==> src/rtl/shift_arb_pkg.sv <==
// shift_arb_pkg: FSM state type and width helpers shared by shift_arbiter and its sub-blocks
package shift_arb_pkg;
    typedef enum logic [1:0] {IDLE, BUSY, RESP} state_t;
    function automatic int shw(input int n);
        return $clog2(n);
    endfunction
    function automatic int idw(input int req);
        return $clog2(req);
    endfunction
endpackage

==> src/rtl/BarrelShifter.sv <==
// BarrelShifter: logical right shift of din by shamt, one conditional stage per shamt bit
//   din   : operand
//   shamt : shift amount, $clog2(N) bits
//   dout  : din >> shamt, zero-filled
module BarrelShifter #(
    parameter int N = 32
) (
    input  logic [N-1:0]         din,
    input  logic [$clog2(N)-1:0] shamt,
    output logic [N-1:0]         dout
);
    always_comb begin
        dout = din;
        for (int i = 0; i < $clog2(N); i++) dout = shamt[i] ? dout >> (1 << i) : dout;
    end
endmodule

==> src/rtl/shift_rr_grant.sv <==
// shift_rr_grant: combinational round-robin pick of the first valid requester after last_grant
//   valid      : per-requester request vector
//   last_grant : index granted most recently
//   grant      : one-hot grant
//   idx        : encoded grant index
//   any        : at least one requester valid
module shift_rr_grant
    import shift_arb_pkg::*;
#(
    parameter int REQ = 4
) (
    input  logic [REQ-1:0]       valid,
    input  logic [idw(REQ)-1:0]  last_grant,
    output logic [REQ-1:0]       grant,
    output logic [idw(REQ)-1:0]  idx,
    output logic                 any
);
    localparam int IDW = idw(REQ);
    // Walk from the farthest candidate down so the nearest one after last_grant wins;
    // the IDW-bit sum wraps modulo REQ because REQ is a power of two.
    always_comb begin
        idx = '0;
        for (int i = REQ; i >= 1; i--) if (valid[last_grant + IDW'(i)]) idx = last_grant + IDW'(i);
        any = |valid;
        grant = any ? REQ'(1) << idx : '0;
    end
endmodule

==> src/rtl/shift_arbiter.sv <==
// shift_arbiter: round-robin sharing of one barrel shifter among REQ requesters
//   Clk, Reset  : clock, synchronous active-high reset
//   Req_Valid/Req_Ready : per-requester handshake, Req_Ready only in IDLE
//   Req_Data/Req_Shift/Req_Left : per-requester operand, shift amount, direction
//   Resp_Valid/Resp_Ready : registered response handshake
//   Resp_Data/Resp_Id : shifted result and owning requester
//   SHIFT_ARB_LEFT_EN : when defined, Req_Left selects a left shift through bit reversal;
//                       otherwise every operation is a logical right shift
module shift_arbiter
    import shift_arb_pkg::*;
#(
    parameter int N   = 32,
    parameter int REQ = 4
) (
    input  logic                    Clk,
    input  logic                    Reset,
    input  logic [REQ-1:0]          Req_Valid,
    output logic [REQ-1:0]          Req_Ready,
    input  logic [REQ*N-1:0]        Req_Data,
    input  logic [REQ*shw(N)-1:0]   Req_Shift,
    input  logic [REQ-1:0]          Req_Left,
    output logic                    Resp_Valid,
    input  logic                    Resp_Ready,
    output logic [N-1:0]            Resp_Data,
    output logic [idw(REQ)-1:0]     Resp_Id
);
    localparam int SHW = shw(N);
    localparam int IDW = idw(REQ);
    state_t state, state_nx;
    logic [IDW-1:0] last_grant, idx;
    logic [REQ-1:0] grant;
    logic any;
    logic [N-1:0] op_data, sh_in, sh_out, result;
    logic [SHW-1:0] op_shift;
    shift_rr_grant #(.REQ(REQ)) u_grant (
        .valid      (Req_Valid),
        .last_grant (last_grant),
        .grant      (grant),
        .idx        (idx),
        .any        (any)
    );
    BarrelShifter #(.N(N)) u_shifter (
        .din   (sh_in),
        .shamt (op_shift),
        .dout  (sh_out)
    );
`ifdef SHIFT_ARB_LEFT_EN
    logic op_left;
    logic [N-1:0] rev_in, rev_out;
    for (genvar j = 0; j < N; j++) begin : g_rev
        assign rev_in[j]  = op_data[N-1-j];
        assign rev_out[j] = sh_out[N-1-j];
    end
    assign sh_in  = op_left ? rev_in : op_data;
    assign result = op_left ? rev_out : sh_out;
`else
    logic unused_left;
    assign unused_left = ^Req_Left;
    assign sh_in  = op_data;
    assign result = sh_out;
`endif
    always_comb begin
        state_nx = state == IDLE ? (any ? BUSY : IDLE) : state == BUSY ? RESP : (Resp_Ready ? IDLE : RESP);
        Req_Ready = (state == IDLE && !Reset) ? grant : '0;
        Resp_Valid = state == RESP;
    end
    always_ff @(posedge Clk) begin
        if (Reset) state <= IDLE;
        else state <= state_nx;
    end
    always_ff @(posedge Clk) begin
        if (Reset) begin
            last_grant <= IDW'(REQ - 1);
            op_data <= '0;
            op_shift <= '0;
            Resp_Data <= '0;
            Resp_Id <= '0;
`ifdef SHIFT_ARB_LEFT_EN
            op_left <= 1'b0;
`endif
        end else begin
            if (state == IDLE && any) begin
                op_data <= Req_Data[idx*N +: N];
                op_shift <= Req_Shift[idx*SHW +: SHW];
                Resp_Id <= idx;
                last_grant <= idx;
`ifdef SHIFT_ARB_LEFT_EN
                op_left <= Req_Left[idx];
`endif
            end
            if (state == BUSY) Resp_Data <= result;
        end
    end
endmodule

==> config.mk <==
export PLATFORM = sky130hd
export DESIGN_NAME = shift_arbiter
export DESIGN_NICKNAME = d
export VERILOG_FILES = /design/src/rtl/shift_arb_pkg.sv /design/src/rtl/BarrelShifter.sv /design/src/rtl/shift_rr_grant.sv /design/src/rtl/shift_arbiter.sv
export SDC_FILE = /design/constraint.sdc
export NUM_CORES = 1
export LEC_CHECK = 0
export ABC_AREA = 1
export CELL_PAD_IN_SITES_DETAIL_PLACEMENT = 0
export CELL_PAD_IN_SITES_GLOBAL_PLACEMENT = 2
export CORE_ASPECT_RATIO = 1.25
export CORE_UTILIZATION = 24
export CTS_BUF_LIST = sky130_fd_sc_hd__clkbuf_2 sky130_fd_sc_hd__clkbuf_4 sky130_fd_sc_hd__clkbuf_8
export DETAILED_ROUTE_END_ITERATION = 7
export PLACE_DENSITY = 0.85
export RECOVER_POWER = 25
export SYNTH_ARGS = -nofsm -noshare
export SYNTH_HDL_FRONTEND = slang
export SYNTH_SLANG_ARGS = --single-unit
==> constraint.sdc <==
create_clock -name Clk -period 4.8 [get_ports Clk]
set_clock_uncertainty 0.05 [all_clocks]
set_input_delay 0.96 -clock Clk [delete_from_list [all_inputs] [get_ports Clk]]
set_output_delay 0.96 -clock Clk [all_outputs]
set_load 0.02 [all_outputs]
======== Word-level counts from Yosys, hierarchy flattened ========
Index checks and enable logic that the tools add are counted.
Widths: inputs -> output; s select.
word-level totals
  register bits ........................... 75
  output and inout bits ................... 39
  input bits .............................. 159
operators by class
  eq/ne operators ......................... 2
  add/sub/neg operators ................... 3
  $lt $le $gt $ge ......................... 4
  shift operators ......................... 3
  multiply operators ...................... 1
  reductions and logical operators ........ 5
  multiplexer cells ....................... 23
operators by type and width
  cell                 count
  $mux 32              5
  $shiftx 128x8->32    1
  $shiftx 20x6->5      1
  $mux 2               7
  $lt 2x3->1 const B   4
  $bmux 1 s2           4
  $mux 4               2
  $mul 2x3->5 const B  1
  $mux 1               5
  $add 2x2->2 const B  2
  $reduce_or 4->1      1
  $shl 1x2->4 const A  1
  $add 2x1->2 const B  1
  $eq 2x1->1 const B   1
  $eq 2x2->1 const B   1
  $logic_and 1x1->1    2
  $logic_not 2->1      1
  $logic_not 1->1      1

======== Longest topological paths before layout ========
Gate-level depths: netlist of the first run.
  depth in word-level cells ............... 9
  depth in mapped cells ................... 16

======== By module ========
A second synthesis of the first run with hierarchy kept.
unflattened totals
  cells, all modules ...................... 1,223
  area, all modules ....................... 6,456.2 sq um
by module, submodules not included
  module          seq. area each (sq um)  instances  area each (sq um)  cells an instance
  shift_arbiter   1,501.4                 1          4,575.6            802
  BarrelShifter   0.0                     1          1,609.0            361
  shift_rr_grant  0.0                     1          271.5              60

======== Worst setup path after synthesis of the first run ========
Ideal clock, no wire load.
  kind .................................... in2out
  from .................................... in Req_Valid[3]
  to ...................................... out Req_Ready[0]
  path buffers ............................ 2
  setup slack ............................. 1.552 ns
  arrival ................................. 2.238 ns
  data required time ...................... 3.790 ns
  cell stages on the path ................. 11
  cell sequence ........................... inv_1 > nand2_1 > nand3_1 > nand2_1 > inv_1 > nand2_1 > nand2_2 > inv_2 > buf_2 > buf_4 > nor3_1
between the ends
  word-level cells in the longest chain between the ends .. 9
  elaborated cells on any way between the ends .. 16
  those cells by class .................... 1 x shift; 14 x mux; 1 x reduce/logical
ends and longest elaborated chain
  element                       line                  text
  from (decl)                   shift_arbiter.sv:17   input logic [REQ-1:0] Req_Valid,
  $bmux 1 s2                    shift_rr_grant.sv:23  for (int i = REQ; i >= 1; i--) if (valid[last_grant + IDW'(i)]) idx = last_grant + IDW'(i);
  $mux 1 (not written as such)  shift_rr_grant.sv:23
  $mux 2 (4 in series)          shift_rr_grant.sv:23
  $shl 1x2->4                   shift_rr_grant.sv:25  grant = any ? REQ'(1) << idx : '0;
  $mux 4 *                      shift_rr_grant.sv:25
  $mux 4 *                      shift_arbiter.sv:64   Req_Ready = (state == IDLE && !Reset) ? grant : '0;
  to (decl)                     shift_arbiter.sv:18   output logic [REQ-1:0] Req_Ready,
Mark *: on every way between the ends. The rest lies on a longest branch, timed or not. The select of a mux whose other input is x is not followed.

======== Worst setup path after layout of the first run ========
  from .................................... in Req_Valid[3]
  to ...................................... out Req_Ready[3]
Same word-level chain as after synthesis.

==> flow_metrics.py, run 1 <==
metrics = {
    "run_status": {
        "status": "finished, final reports clean",
    },
    "sta": {
        "report.final.slew_viol_count": 0,
        "rsz0062_at_grt": "false",
        "period_needed_ps": 4181,
        "max_freq_ghz": 0.2392,
        "setup_viol": 0,
        "finalCritPeriodShare_pct": 87.10,
        "worst_pin_slew_ps": 978.4,
        "tns_ps": 0,
        "maxSlewHeadroom_pct": 34.53,
        "hold_violations": 0,
    },
    "global_route": {
        "antenna_found_initial": 0,
        "grt_pass1_vias": 6056,
        "use_met1_pct": 24.43,
        "groute.usage.overall_pct": 17.91,
        "grt_max_degree": 75,
        "gr-usage-met3_pct": 3.694,
        "globalRouteMet2Util_pct": 28.60,
        "overflow": 0,
        "grt_pass1_wl_um": 32550,
        "grt-busiest-layer": "met2",
    },
    "worst_setup_path": {
        "crit_type": "input port to output port",
        "critPathRequiredTime_ps": 3790,
        "crit_family": "buffers and inverters",
        "cp_cell_sequence": "clkdlybuf4s50_1 > inv_1 > o21ai_1 > nand2_1 > nand2_1 > nand2_1 > nand2_1 > nand2_2 > nand2_2 > nand2_1 > nor2_1 > clkdlybuf4s50_1",
        "critPathMaxStageDelay_ps": 630,
        "path_buf_inv": 3,
        "endpoint_kind": "output port",
        "slowest_stage": "clkdlybuf4s50_1",
        "cp_max_fo": 14,
        "startpoint_type": "input port",
        "cp_data_arrival_time_ps": 3170,
        "critPathMostFrequentCell": "nand2_1",
    },
    "synthesis": {
        "synth_xor_area_share_pct": 0,
        "yosysWarnings": 0,
        "synth_edf_count": 0,
        "muxShareOfSynthArea_pct": 0.7358,
        "synth_compound_area_share_pct": 6.783,
        "synth_cell_type_count": 28,
        "synth_area_um2": 5441,
        "synth_top_family_by_area": "simple AND/OR/NAND/NOR gates",
        "ys_seq_area_share_pct": 27.59,
        "syn_avg_cell_area_um2": 5.814,
        "synth_simple_gate_area_share_pct": 55.92,
        "synth_top_flop_cell": "dfxtp_1",
        "synth_adder_area_share_pct": 0,
        "ys_ff_latch": 75,
        "synth_cells": 936,
        "syn_nets": 1095,
        "synth-async-reset-ratio_pct": 0,
    },
    "placement": {
        "dp_hpwl_um": 15370,
        "place_congestion": 0.7860,
        "dp_cells": 1352,
        "dpl-instance-area_um2": 7473,
        "portBuffers": 193,
    },
    "finish": {
        "fin_util_pct": 34.55,
        "fillCellCount": 2463,
        "drive_gt1_share_pct": 5.253,
        "nNetsFinal": 1239,
        "diodes": 0,
        "area_growth_pct": 41.02,
        "final_area_um2": 7674,
        "instances_no_fill": 1368,
    },
    "hold_path": {
        "hp-class": "register to register",
    },
    "floorplanning": {
        "rows": 61,
        "dieArea_um2": 23280,
        "dieHeight_um": 170.4,
        "core_area_um2": 22210,
        "die_w_um": 136.7,
        "initial_core_util_pct": 24.50,
        "io_pins": 198,
    },
    "clocking": {
        "cts_root_buf": "clkbuf_8",
        "post_cts_resized": 0,
        "cts-buffers-inserted": 9,
        "clkTransAtPathRegs_ps": 90,
        "htree_levels": 3,
        "post-cts-setup-buffers": 0,
        "clockBufferDepth": 2,
        "postCtsHoldBufs": 0,
        "cts_tree": "done",
        "worstSkewPairLatency_ps": 370,
        "clkSinkCount": 75,
    },
    "power": {
        "leakage_uw": 0.003328,
        "max-vdd-ir-drop_uv": 348.0,
        "powerDensity_nw_per_um2": 696.5,
    },
    "detailed_routing": {
        "num_vias": 6526,
        "wl_um": 20680,
        "drt-initial-drc-count": 406,
        "final_antenna_net_count": 0,
        "routed_via_density": 4.770,
        "wire_per_inst_um": 15.11,
        "drc": 0,
        "first_pass_iters": 5,
    },
    "job": {
        "drv_cap": 0,
    },
}
## area by class of cell
type	count	area, µm²	share of cell area [%]
repair buffers	208	2044	26.64
clock buffers	9	123.9	1.614
multi-input cells	755	3455	45.02
clock inverters	7	76.32	0.9946
inverters	31	118.9	1.549
flip-flops and latches	75	1501	19.57
well taps	283	354.1	4.614
## layer usage
metal,vias to the layer above,share of wire [%]
li1,3422,-
met1,2894,47
met2,198,46
met3,12,5.7
met4,0,0.99
met5,-,0
## final timing paths
check	startpoint	end	slack [ps]	cells after the start
max	Req_Valid[3]	Req_Ready[3]	620	12
min	op_data[0]	op_data[0]	410	2
max reg2reg	last_grant[0]	op_data[22]	2240	13
min reg2reg	op_data[0]	op_data[0]	410	2
## worst reg2reg max path: cells and delay by family (launching register included)
family / cells / cell delay, ps
buffers and inverters: 2 / 690
DFF: 1 / 530
and+or+nand+nor: 11 / 1220
## cells by family (layout without fill, tap and decap cells)
group,Yosys count,in the layout
flip-flops,75,75
AO/OA/AOI/OAI,67,67
buffers and inverters,106,255
multiplexers,4,4
AND/OR/NAND/NOR,684,684
## sequential cells by signal, summed over array words and instances, names as in the netlist
name,count
Resp_Data,32
op_data,32
op_shift,5
Resp_Id,2
last_grant,2
state,2
## synthesized netlist by cell type (2+ instances only)
library cell / number / area share [%]
nand2_1: 325 / 22
nand3_1: 312 / 29
dfxtp_1: 75 / 28
clkbuf_1: 29 / 2.0
a21oi_1: 27 / 2.5
inv_1: 25 / 1.7
o21ai_0: 22 / 2.0
buf_2: 19 / 1.7
or2_2: 16 / 1.8
buf_1: 14 / 0.97
nor2_1: 13 / 0.90
buf_4: 9 / 1.2
a31oi_1: 7 / 0.80
and2_1: 7 / 0.80
o211ai_1: 7 / 0.97
buf_6: 4 / 0.83
inv_2: 4 / 0.28
mux2i_1: 4 / 0.74
a22oi_1: 3 / 0.41
nand2_2: 3 / 0.34
nor3_1: 3 / 0.28
nand4_1: 2 / 0.23
## per-stage QoR
| stage | setup WS (ps) | total power (µW) | hold slack, ps |
|---|---|---|---|
| floorplan | 1552 | 3889 | 376.4 |
| global placement | 614.3 | 4885 | 390.3 |
| detailed placement | 609.9 | 4880 | 391.5 |
| CTS | 610.5 | 5407 | 411.4 |
| global route | 438.6 | 5910 | 430.1 |
| finish | 619.2 | 5344 | 408.6 |
## cells in the final DEF (no fill, tap or decap), types with 9 or more instances in the layout
cell type and n:
nand2_1 325, buf_4 15, nand3_1 312, or2_2 16, clkdlybuf4s50_1 180, o21ai_0 22, a21oi_1 27, nor2_1 12
dlygate4sd3_1 13, dfxtp_1 75, clkbuf_8 9, inv_1 25
## where the power goes
group          internal (µW)  switching, µW
sequential               861            172
combinational           1300           2510
clock                    244            262
total                   2400           2940
No activity file was read; power rests on OpenSTA's default activity.
==> run 2: changes to the inputs <==
CORE_MARGIN = 5   (was not set)
==> run 2 against run 1 <==
Net effect:
- via count rose by 0.29%
- die area rose by 11%
- critical path depth fell by 4
- power rose by 0.29%
- first-iteration DRC count fell by 9.1%
- fmax fell by 0.50%
- utilization fell by 0.062 points
- critical endpoint unchanged
==> flow_metrics.py, run 2 (synthesis gave the netlist of run 1 again) <==
metrics = {
    "finish": {
        "drive_gt1_share_pct": 5.249,
        "area_growth_pct": 41.25,
        "regArea_um2": 1501,
        "layout_commonest_cell": "nand2_1",
        "multiInputGateArea_um2": 3455,
        "most-common-layout-cells": "325 x nand2_1, 312 x nand3_1, 168 x clkdlybuf4s50_1, 75 x dfxtp_1, 27 x a21oi_1",
        "diodes": 0,
        "top_regs": "Resp_Data: 32 flops, op_data: 32 flops, op_shift: 5 flops",
        "fillCellCount": 2517,
        "nNetsFinal": 1241,
    },
    "clocking": {
        "cts_root_buf": "clkbuf_8",
        "cts-buffers-inserted": 9,
        "clkSinkCount": 75,
        "htree_levels": 3,
        "post-cts-setup-buffers": 0,
        "worstSkewPairLatency_ps": 360,
        "post_cts_resized": 0,
        "postCtsHoldBufs": 0,
        "clkTransAtPathRegs_ps": 70,
        "clockBufferDepth": 2,
        "cts_tree": "done",
    },
    "sta": {
        "maxSlewHeadroom_pct": 33.99,
        "period_needed_ps": 4202,
        "worst_pin_slew_ps": 989.0,
        "rsz0062_at_grt": "false",
        "finalCritPeriodShare_pct": 87.54,
        "fin_ws_ps": 598.0,
        "hold_violations": 0,
        "fin_hold_ws_ps": 411.6,
        "report.final.slew_viol_count": 0,
        "setup_viol": 0,
        "tns_ps": 0,
        "max_freq_ghz": 0.2380,
    },
    "detailed_routing": {
        "routed_via_density": 4.781,
        "wire_per_inst_um": 15.60,
        "wl_um": 21360,
        "first_pass_iters": 5,
        "drc": 0,
        "final_antenna_net_count": 0,
        "num_vias": 6545,
        "drt-initial-drc-count": 369,
    },
    "floorplanning": {
        "dieHeight_um": 178.4,
        "die_w_um": 144.7,
        "dieArea_um2": 25800,
        "core_area_um2": 22290,
        "io_pins": 198,
        "initial_core_util_pct": 24.42,
        "rows": 61,
    },
    "run_status": {
        "status": "finished, final reports clean",
    },
    "power": {
        "leakage_uw": 0.003382,
        "powerDensity_nw_per_um2": 697.3,
        "switching_power_uw": 2922,
        "max-vdd-ir-drop_uv": 379.8,
        "seqPwrFrac_pct": 19.2,
        "p_int_uw": 2438,
        "p_clk_share_pct": 9.3,
        "switching_share_pct": 54.52,
        "pwr-share-comb_pct": 71.4,
    },
    "global_route": {
        "overflow": 0,
        "grt_pass1_vias": 6236,
        "groute.usage.overall_pct": 16.21,
        "grt_max_degree": 75,
        "grt_pass1_wl_um": 33410,
        "antenna_found_initial": 0,
    },
    "hold_path": {
        "min_from": "Resp_Data[24]",
        "hp-class": "register to register",
    },
    "worst_setup_path": {
        "r2r-start": "last_grant[0]",
        "cp_max_fo": 5,
        "cp-startpoint": "Req_Valid[2]",
        "crit_type": "input port to output port",
        "cp_data_arrival_time_ps": 3190,
        "endpoint_kind": "output port",
        "startpoint_type": "input port",
        "critPathRequiredTime_ps": 3790,
    },
    "placement": {
        "pre_cts_ws_ps": 632.1,
        "place_congestion": 0.8433,
        "portBuffers": 193,
        "dp_hpwl_um": 16200,
    },
    "job": {
        "drv_cap": 0,
    },
}
==> run 2: cell count changes in the layout (fill, tap and decap cells not counted) <==
cell,change
clkbuf_8,+2
clkinv_4,-1
clkbuf_4,+2
clkinvlp_4,-2
inv_6,-2
clkdlybuf4s50_1,-12
dlygate4sd3_1,+12
clkbuf_1,+1
buf_4,+1
==> run 2: routing by layer <==
layer	up-vias	track usage [%]	routed length (µm)
met5	-	0	0
met4	0	3.305	181
met3	11	4.157	1499
met2	188	26.12	10030
met1	2920	21.90	9647
li1	3426	-	-
==> run 2: worst max-delay path, stage by stage <==
cell	delay (ps)
clkdlybuf4s50_1	450
nor4_1	590
nor3_1	140
nand2_1	230
inv_1	80
nand2_1	100
nor2_1	50
clkdlybuf4s50_1	580
==> run 2: area by class of cell <==
cell class | instances | share of cell area [%]
Clock buffer | 13 | 2.165
Clock inverter | 2 | 0.4558
Inverter | 31 | 1.546
Multi-Input combinational cell | 755 | 44.95
Sequential cell | 75 | 19.53
Tap cell | 283 | 4.607
Timing Repair Buffer | 210 | 26.75
==> run 2: metrics by stage <==
| step | instances | cell area, µm² | util, % | power [µW] |
|---|---|---|---|---|
| final | 1369 | 7686 | 34.49 | 5360 |
| after global routing | 1369 | 7686 | 34.49 | 5955 |
| after CTS | 1369 | 7690 | 34.50 | 5434 |
| after detailed placement | 1354 | 7488 | 33.60 | 4913 |
| after global placement | 1354 | 7488 | 33.60 | 4929 |
| after floorplan | 936 | 5441 | - | 3889 |
==> run 2: path summary, 6_finish.rpt <==
path / cells after the start / slack, ps / endpoint
hold reg to reg: 2 / 410 / Resp_Data[24]
setup / recovery: 8 / 600 / Req_Ready[3]
hold / removal: 2 / 410 / Resp_Data[24]
setup reg to reg: 13 / 2340 / op_data[0]
==> run 2: power by group through the flow <==
stage | Combinational [µW] | Clock, µW | Sequential, µW
after floorplan | 2820 | 0 | 1070
after global placement | 3890 | 0 | 1040
after detailed placement | 3870 | 0 | 1050
after CTS | 3880 | 521 | 1030
after global routing | 4340 | 549 | 1070
final | 3830 | 501 | 1030
